**config.mk**
```make
export PLATFORM = sky130hd
export DESIGN_NAME = logic16_arbiter_flat
export DESIGN_NICKNAME = d
export VERILOG_FILES = /design/src/rtl/logic16_pkg.sv /design/src/rtl/logic16_arbiter_if.sv /design/src/rtl/logic16_unit.sv /design/src/rtl/logic16_arbiter.sv /design/src/flat_wrapper.sv
export SDC_FILE = /design/constraint.sdc
export NUM_CORES = 1
export LEC_CHECK = 0
export BUFFER_PORTS_ARGS = -buffer_cell sky130_fd_sc_hd__buf_4
export CAP_MARGIN = 0
export CELL_PAD_IN_SITES_DETAIL_PLACEMENT = 1
export CELL_PAD_IN_SITES_GLOBAL_PLACEMENT = 1
export CORE_MARGIN = 8
export CORE_UTILIZATION = 37
export DETAILED_ROUTE_END_ITERATION = 10
export GPL_TIMING_DRIVEN = 0
export PLACE_DENSITY_LB_ADDON = 0.1
export SLEW_MARGIN = 0
export SYNTH_ARGS = -nofsm -noshare
export SYNTH_HDL_FRONTEND = slang
export SYNTH_SLANG_ARGS = --single-unit
```
**constraint.sdc**
```tcl
create_clock -name clk -period 2.9 [get_ports clk]
set_input_delay 0.435 -clock clk [delete_from_list [all_inputs] [get_ports clk]]
set_output_delay 0.435 -clock clk [all_outputs]
set_load 0.01 [all_outputs]
```
**src/rtl/logic16_pkg.sv**
```systemverilog
// Shared definitions for the 16-bit shared logic unit and its arbiter.
// Opcode encodings, requester identifiers and the fixed datapath width.
package logic16_pkg;

    localparam int unsigned WIDTH = 16;

    typedef enum logic [1:0] {
        OP_AND  = 2'b00,
        OP_OR   = 2'b01,
        OP_XOR  = 2'b10,
        OP_NAND = 2'b11
    } op_e;

    typedef enum logic {
        REQ0 = 1'b0,
        REQ1 = 1'b1
    } req_e;

endpackage : logic16_pkg

```
**src/rtl/logic16_arbiter_if.sv**
```systemverilog
// Requester, result and counter signals of logic16_arbiter.
// slave is the arbiter's view; master is the client/consumer view.
interface logic16_arbiter_if
    import logic16_pkg::*;
#(
    parameter int unsigned CNT_W = 16
);

    logic             req0_valid;
    logic             req0_ready;
    logic [WIDTH-1:0] req0_a;
    logic [WIDTH-1:0] req0_b;
    logic [1:0]       req0_op;

    logic             req1_valid;
    logic             req1_ready;
    logic [WIDTH-1:0] req1_a;
    logic [WIDTH-1:0] req1_b;
    logic [1:0]       req1_op;

    logic             out_valid;
    logic             out_ready;
    logic [WIDTH-1:0] out_data;
    logic             out_id;
    logic [CNT_W-1:0] ops_done;

    modport slave (
        input  req0_valid, req0_a, req0_b, req0_op,
        input  req1_valid, req1_a, req1_b, req1_op,
        input  out_ready,
        output req0_ready, req1_ready,
        output out_valid, out_data, out_id, ops_done
    );

    modport master (
        output req0_valid, req0_a, req0_b, req0_op,
        output req1_valid, req1_a, req1_b, req1_op,
        output out_ready,
        input  req0_ready, req1_ready,
        input  out_valid, out_data, out_id, ops_done
    );

endinterface : logic16_arbiter_if

```
**src/rtl/logic16_unit.sv**
```systemverilog
// Combinational 16-bit bitwise logic unit built from the 16-bit gate blocks.
// NAND reuses the AND block output rather than a separate gate array.
module and16 (
    input  logic [15:0] i_a,
    input  logic [15:0] i_b,
    output logic [15:0] o_y
);
    assign o_y = i_a & i_b;
endmodule : and16

module or16 (
    input  logic [15:0] i_a,
    input  logic [15:0] i_b,
    output logic [15:0] o_y
);
    assign o_y = i_a | i_b;
endmodule : or16

module xor16 (
    input  logic [15:0] i_a,
    input  logic [15:0] i_b,
    output logic [15:0] o_y
);
    assign o_y = i_a ^ i_b;
endmodule : xor16

module logic16_unit
    import logic16_pkg::*;
(
    input  logic [WIDTH-1:0] i_a,
    input  logic [WIDTH-1:0] i_b,
    input  logic [1:0]       i_op,
    output logic [WIDTH-1:0] o_result
);

    logic [WIDTH-1:0] w_and;
    logic [WIDTH-1:0] w_or;
    logic [WIDTH-1:0] w_xor;

    and16 u_and16 (.i_a(i_a), .i_b(i_b), .o_y(w_and));
    or16  u_or16  (.i_a(i_a), .i_b(i_b), .o_y(w_or));
    xor16 u_xor16 (.i_a(i_a), .i_b(i_b), .o_y(w_xor));

    always_comb begin
        o_result = w_and;
        case (op_e'(i_op))
            OP_AND:  o_result = w_and;
            OP_OR:   o_result = w_or;
            OP_XOR:  o_result = w_xor;
            OP_NAND: o_result = ~w_and;
            default: o_result = w_and;
        endcase
    end

endmodule : logic16_unit

```
**src/rtl/logic16_arbiter.sv**
```systemverilog
// Two-requester round-robin front end for the shared 16-bit logic unit,
// with a single registered result slot and a completed-operation counter.
module logic16_arbiter
    import logic16_pkg::*;
#(
    parameter int unsigned WIDTH = logic16_pkg::WIDTH,
    parameter int unsigned CNT_W = 16
)(
    input  logic               clk,
    input  logic               reset,
    logic16_arbiter_if.slave   bus
);

    logic             r_out_valid;
    logic [WIDTH-1:0] r_out_data;
    req_e             r_out_id;
    req_e             r_last_gnt;
    logic [CNT_W-1:0] r_ops_done;

    logic             w_free;
    logic             w_gnt0;
    logic             w_gnt1;
    logic             w_accept;
    logic             w_drain;
    logic [WIDTH-1:0] w_sel_a;
    logic [WIDTH-1:0] w_sel_b;
    logic [1:0]       w_sel_op;
    logic [WIDTH-1:0] w_result;

    // The slot can take a new result in the same cycle the old one drains.
    always_comb begin
        w_free   = !r_out_valid || bus.out_ready;
        w_drain  = r_out_valid && bus.out_ready;
        w_gnt0   = !reset && w_free && bus.req0_valid &&
                   (!bus.req1_valid || (r_last_gnt == REQ1));
        w_gnt1   = !reset && w_free && bus.req1_valid &&
                   (!bus.req0_valid || (r_last_gnt == REQ0));
        w_accept = w_gnt0 || w_gnt1;
        w_sel_a  = w_gnt1 ? bus.req1_a  : bus.req0_a;
        w_sel_b  = w_gnt1 ? bus.req1_b  : bus.req0_b;
        w_sel_op = w_gnt1 ? bus.req1_op : bus.req0_op;
    end

    logic16_unit u_unit (
        .i_a      (w_sel_a),
        .i_b      (w_sel_b),
        .i_op     (w_sel_op),
        .o_result (w_result)
    );

    always_ff @(posedge clk) begin
        if (reset) begin
            r_out_valid <= 1'b0;
            r_out_data  <= '0;
            r_out_id    <= REQ0;
            r_last_gnt  <= REQ1;
            r_ops_done  <= '0;
        end else begin
            if (w_drain) begin
                r_ops_done <= r_ops_done + CNT_W'(1);
            end
            if (w_accept) begin
                r_out_valid <= 1'b1;
                r_out_data  <= w_result;
                r_out_id    <= w_gnt1 ? REQ1 : REQ0;
                r_last_gnt  <= w_gnt1 ? REQ1 : REQ0;
            end else if (w_drain) begin
                r_out_valid <= 1'b0;
            end
        end
    end

    assign bus.req0_ready = w_gnt0;
    assign bus.req1_ready = w_gnt1;
    assign bus.out_valid  = r_out_valid;
    assign bus.out_data   = r_out_data;
    assign bus.out_id     = r_out_id;
    assign bus.ops_done   = r_ops_done;

endmodule : logic16_arbiter

```
**src/flat_wrapper.sv**
```systemverilog
// flat-port wrapper written by rule: the top's interface ports become plain ports
module logic16_arbiter_flat import logic16_pkg::*;
#(
    parameter int unsigned WIDTH = logic16_pkg::WIDTH,
    parameter int unsigned CNT_W = 16
)
  (clk, reset, bus_req0_valid, bus_req0_a, bus_req0_b, bus_req0_op, bus_req1_valid, bus_req1_a, bus_req1_b, bus_req1_op, bus_out_ready, bus_req0_ready, bus_req1_ready, bus_out_valid, bus_out_data, bus_out_id, bus_ops_done);
  logic16_arbiter_if #(.CNT_W(CNT_W)) bus_i ();
  input  logic clk;
  input  logic reset;
  input wire logic [$bits(bus_i.req0_valid)-1:0] bus_req0_valid;
  input wire logic [$bits(bus_i.req0_a)-1:0] bus_req0_a;
  input wire logic [$bits(bus_i.req0_b)-1:0] bus_req0_b;
  input wire logic [$bits(bus_i.req0_op)-1:0] bus_req0_op;
  input wire logic [$bits(bus_i.req1_valid)-1:0] bus_req1_valid;
  input wire logic [$bits(bus_i.req1_a)-1:0] bus_req1_a;
  input wire logic [$bits(bus_i.req1_b)-1:0] bus_req1_b;
  input wire logic [$bits(bus_i.req1_op)-1:0] bus_req1_op;
  input wire logic [$bits(bus_i.out_ready)-1:0] bus_out_ready;
  output wire logic [$bits(bus_i.req0_ready)-1:0] bus_req0_ready;
  output wire logic [$bits(bus_i.req1_ready)-1:0] bus_req1_ready;
  output wire logic [$bits(bus_i.out_valid)-1:0] bus_out_valid;
  output wire logic [$bits(bus_i.out_data)-1:0] bus_out_data;
  output wire logic [$bits(bus_i.out_id)-1:0] bus_out_id;
  output wire logic [$bits(bus_i.ops_done)-1:0] bus_ops_done;
  assign bus_i.req0_valid = bus_req0_valid;
  assign bus_i.req0_a = bus_req0_a;
  assign bus_i.req0_b = bus_req0_b;
  assign bus_i.req0_op = bus_req0_op;
  assign bus_i.req1_valid = bus_req1_valid;
  assign bus_i.req1_a = bus_req1_a;
  assign bus_i.req1_b = bus_req1_b;
  assign bus_i.req1_op = bus_req1_op;
  assign bus_i.out_ready = bus_out_ready;
  assign bus_req0_ready = bus_i.req0_ready;
  assign bus_req1_ready = bus_i.req1_ready;
  assign bus_out_valid = bus_i.out_valid;
  assign bus_out_data = bus_i.out_data;
  assign bus_out_id = bus_i.out_id;
  assign bus_ops_done = bus_i.ops_done;
  logic16_arbiter #(.WIDTH(WIDTH), .CNT_W(CNT_W)) u_core (.clk(clk), .reset(reset), .bus(bus_i));
endmodule
```
== After elaboration in Yosys (flattened, before gate mapping) ==
Index checks and enable logic that the tools add are counted.
Operators by class
  $add $sub $neg: 1
  equality and inequality tests: 3
  bitwise gates (word level): 5
  reductions and logical operators: 16
  mux-type cells: 7
Operator list (number)
  case mux 16 bit (4 select lines): 1
  two-way mux 16 bit: 2
  adder 16 x 1 -> 16 bit, second input constant: 1
  bitwise AND 16 bit: 1
  NOT 16 bit: 1
  OR 16 bit: 1
  XOR 16 bit: 1
  logical AND 1 bit: 6
  == test 2 bit, second input constant: 2
  zero test 1 bit: 4
  logical OR 1 bit: 4
  two-way mux 1 bit: 3
  == test 2 x 1 -> 1 bit, second input constant: 1
  zero test 2 bit: 1
  two-way mux 2 bit: 1
  nonzero test 2 bit: 1
  NOT 1 bit: 1
Storage, ports and cells
  flip-flop bits (word level): 35
  word-level logic and storage cells: 37
  output and inout port bits: 36
  input port bits: 73

== Logic depth before layout (Yosys ltp) ==
  word-level depth: 9
  depth in mapped cells: 11
  depth with buffers taken out: 8

== Modules after synthesis ==
From an unflattened synthesis, not the netlist that was laid out.
Second synthesis, totals
  cells, all modules: 326
  area, all modules: 2732.6 µm²
Modules (own cells, without submodules)
  logic16_arbiter: seq. area each 700.7 µm², area an instance 1859.3 µm², cells each 188, times used 1
  logic16_unit: seq. area each 0.0 µm², area an instance 533.0 µm², cells each 90, times used 1
  xor16: seq. area each 0.0 µm², area an instance 140.1 µm², cells each 16, times used 1
  and16: seq. area each 0.0 µm², area an instance 100.1 µm², cells each 16, times used 1
  or16: seq. area each 0.0 µm², area an instance 100.1 µm², cells each 16, times used 1

== Worst setup path after synthesis ==
Ideal clock, no wire load.
  kind: input to register
  start: input bus_req1_valid
  end: register u_core.r_out_data[5] (netlist: u_core.bus.out_data[5])
  stages on the path: 10
  slack: 0.428 ns
  data arrival time: 2.342 ns
  cells stage by stage: a21bo_4 nor3_4 buf_4 buf_2 mux2i_1 inv_1 ha_1 or3_1 o2bb2ai_1 o31ai_1
Between the ends
  word-level cells in the longest chain between the ends: 6
RTL lines
  from (decl): RTL line flat_wrapper.sv:15  | input wire logic [$bits(bus_i.req1_valid)-1:0] bus_req1_valid;
  logical AND 1 bit (2 in series): RTL line logic16_arbiter.sv:36  | w_gnt1 = !reset && w_free && bus.req1_valid &&
  two-way mux 16 bit, on equally long branches: RTL line logic16_arbiter.sv:39, logic16_arbiter.sv:40
  bitwise AND 16 bit: RTL line logic16_unit.sv:8  | assign o_y = i_a & i_b;
  NOT 16 bit: RTL line logic16_unit.sv:50  | OP_NAND: o_result = ~w_and;
  case mux 16 bit (4 select lines): RTL line logic16_unit.sv:46  | case (op_e'(i_op))
  to (signal assigned): RTL line logic16_arbiter.sv:64  | r_out_data <= w_result;
  to (decl): RTL line logic16_arbiter.sv:15  | logic [WIDTH-1:0] r_out_data;
Several ways; a longest one is shown, not always the timed one.
A chain may end at the register's enable or synchronous reset.

== Worst setup path in the final report ==
  start: register u_core.r_out_valid (netlist: u_core.bus.out_valid)
  end: register u_core.r_out_data[2] (netlist: u_core.bus.out_data[2])
Between the ends
  word-level cells in the longest chain between the ends: 9
RTL lines
  from (decl): RTL line logic16_arbiter.sv:14  | logic r_out_valid;
  from (signal assigned): RTL line logic16_arbiter.sv:53  | r_out_valid <= 1'b0;
  from (signal assigned): RTL line logic16_arbiter.sv:63  | r_out_valid <= 1'b1;
  from (signal assigned): RTL line logic16_arbiter.sv:68  | r_out_valid <= 1'b0;
  zero test 1 bit (*): RTL line logic16_arbiter.sv:32  | w_free = !r_out_valid || bus.out_ready;
  logical OR 1 bit (*): RTL line logic16_arbiter.sv:32
  logical AND 1 bit (*): RTL line logic16_arbiter.sv:34, logic16_arbiter.sv:36
  logical AND 1 bit (2 in series): RTL line logic16_arbiter.sv:36
  two-way mux 16 bit, on equally long branches: RTL line logic16_arbiter.sv:39, logic16_arbiter.sv:40
  bitwise AND 16 bit: RTL line logic16_unit.sv:8
  NOT 16 bit: RTL line logic16_unit.sv:50
  case mux 16 bit (4 select lines): RTL line logic16_unit.sv:46
Mark *: on every way between the ends. The rest lies on a longest branch, timed or not.

==> results.json <==
{
  "grt_max_degree": 14,
  "slew_viol_final": 0,
  "cp_num_buf_inv": 3,
  "dr.first_iter.drc_count": 105,
  "finClkSkew_ps": 6.90,
  "setup.worst_path.class": "reg -> reg",
  "endpoint_kind": "register",
  "syn2layout_area_growth_pct": 33.5,
  "drive_above_1_share": 0.334,
  "nets": 584,
  "vias_per_cell": 5.36,
  "core_area_um2": 8550,
  "ctsLongestPathBuffers": 2,
  "drtPass1Iterations": 4,
  "initial_core_util": 0.373,
  "antenna_found_initial": 0,
  "dpl_worst_slack_ps": -61.8,
  "grtUsageTotal": 0.175,
  "start_kind": "register",
  "critPathSlowestCell": "mux2_2",
  "ys_types": 45,
  "cp.arrival_ps": 2870,
  "path_max_fanout": 10,
  "clock_latency_ps": 300,
  "crit_chain": "nor2b_1 > buf_6 > nor3_4 > buf_4 > clkbuf_4 > mux2_2 > ha_1 > mux4_2 > o21ai_0 > o31ai_1",
  "setup_ws_ps": 223,
  "overflow": 0,
  "n_antenna_cell": 0,
  "routed-via-count": 3145,
  "syn_inst": 364,
  "gp_congestion": 0.733,
  "cap_violations": 0,
  "run_status": "finished, final reports clean",
  "path_delay_family": "buffers and inverters",
  "fin_util": 0.498,
  "rsz0062_at_grt": "no",
  "synthArstFlopShare": 0,
  "ant_nets": 0,
  "dp_hpwl_um": 8020,
  "setup_viol": 0,
  "max-vdd-ir-drop_mv": 0.242,
  "slew_headroom": 0.335,
  "wire_per_inst_um": 17.6,
  "post_cts_buffers": 0,
  "die_h_um": 109,
  "ys_seq_area_frac": 0.220,
  "hold_viol": 0,
  "clk_pin_slew_ps": 90,
  "num_rows": 34,
  "worst_ep_required_time_ps": 3090,
  "hp-class": "reg -> reg",
  "avgSynthCellArea_um2": 8.77,
  "die_w_um": 109,
  "grt_pass1_wl_um": 16700,
  "htree_num_levels": 2,
  "finalCritPeriodShare": 0.923,
  "grt_pass1_vias": 3360,
  "dieArea_um2": 11900,
  "worstMarginPinSlew_ps": 972,
  "cts_hold_buf": 0,
  "syn_nets": 470,
  "num_io_pins": 109,
  "cts_root_buf": "clkbuf_8",
  "design_power_total_mw": 1.55,
  "slowest_delay_ps": 390,
  "leakage_nw": 2.02,
  "yosysWarnings": 0,
  "port_buffers": 107,
  "wl_um": 10300,
  "synth-edff-count": 0,
  "ys.flop_type": "dfxtp_1",
  "cts_sinks": 35,
  "post-route-min-period_ps": 2680,
  "tritoncts": "yes",
  "route.detailed.drc": 0,
  "power.density_nw_per_um2": 365,
  "netlist_area_um2": 3190,
  "cts-buffers-inserted": 5,
  "max_freq_mhz": 374,
  "ys_ff_latch": 35
}
kinds of logic after synthesis:
logic type / after synthesis / share of synthesized area
buf+inv: 63 / 0.0851
xor+xnor: 13 / 0.0357
simple gates: 94 / 0.146
compound gates: 82 / 0.193
flops: 35 / 0.220
fa+ha+maj: 33 / 0.129
mux: 44 / 0.191
worst paths after layout:
path | startpoint | to | slack, ps | depth (start not counted)
min reg2reg | u_core.bus.out_data[7] | u_core.bus.out_data[7] | 460 | 2
min | u_core.bus.out_data[7] | u_core.bus.out_data[7] | 460 | 2
max reg2reg | u_core.bus.out_valid | u_core.bus.out_data[2] | 220 | 10
max | u_core.bus.out_valid | u_core.bus.out_data[2] | 220 | 10
report_power, final:
part | total (mW) | internal (mW) | switching, mW
registers | 0.542 | 0.519 | 0.0229
logic | 0.527 | 0.268 | 0.259
clock network | 0.486 | 0.261 | 0.224
total | 1.55 | 1.05 | 0.506
metrics by stage:
step	instances	area [um^2]	hold slack (ps)	TNS (ps)
global route	587	4260	464	0
finish	587	4260	461	0
CTS	587	4250	458	0
floorplan	364	3190	476	0
global placement	579	4130	441	-3.70
detailed placement	579	4130	445	-118
layout by cell type (no fill, tap or decap), types with 2 or more instances in the layout:
cell type  count
a21boi_0       4
a21oi_1       19
buf_4        110
buf_6          3
clkbuf_1      13
clkbuf_4       2
clkbuf_8       5
dfxtp_1       35
ha_1          33
inv_1         39
mux2_2        16
mux2i_1       14
mux2i_2        2
mux4_2        12
nand2_1       23
nand3_1       12
nand4_1        4
nor2_1        19
nor3_1        21
o211a_1       13
o21ai_0       14
o21ai_1        4
o31ai_1       13
o31ai_4        2
o32a_1         3
o41a_1         3
or3_1          6
xnor2_1        5
xor2_1         8
layer usage:
| layer | vias to the layer above | routed length, um | track usage |
|---|---|---|---|
| li1 | 1536 | - | - |
| met1 | 1521 | 4620 | 0.215 |
| met2 | 77 | 5000 | 0.296 |
| met3 | 11 | 560 | 0.0414 |
| met4 | 0 | 128 | 0.0499 |
| met5 | - | 0 | 0 |
registers in the layout (all words and copies together) (netlist names):
register,count
u_core.bus.ops_done,16
u_core.bus.out_data,16
u_core.r_last_gnt,1
u_core.bus.out_valid,1
u_core.bus.out_id,1
final cells by class:
type                    count  area (um^2)
flip-flops and latches     35          701
repair buffers            107          803
multi-input cells         266         2230
clock buffers               5         68.8
clock inverters             3         47.5
plain buffers              23          129
fillers                  1035         4290
inverters                  40          150
well taps                 108          135
repair_timing:
action | 4_1_cts | 5_1_grt
endpoints found under the setup margin | 0 | 10
endpoints found under the hold margin | 0 | 0
resized for setup | 0 | 6
worst reg2reg max path, cell delays in order, from the launching register on:
cell,delay (ps)
dfxtp_1,360
nor2b_1,150
buf_6,140
nor3_4,200
buf_4,240
clkbuf_4,300
mux2_2,400
ha_1,230
mux4_2,290
o21ai_0,170
o31ai_1,100
cells in the mapped netlist (all sizes together) (10+ instances only):
library cell	n	share of area
a21oi	19	0.030
buf	10	0.023
clkbuf	13	0.015
dfxtp	35	0.22
ha	33	0.13
inv	39	0.046
mux2	16	0.056
mux2i	16	0.050
mux4	12	0.085
nand2	24	0.031
nand3	12	0.019
nor2	19	0.022
nor3	22	0.038
o211a	13	0.041
o21ai	18	0.028
o31ai	15	0.044
(Power assumes the default switching activity.)
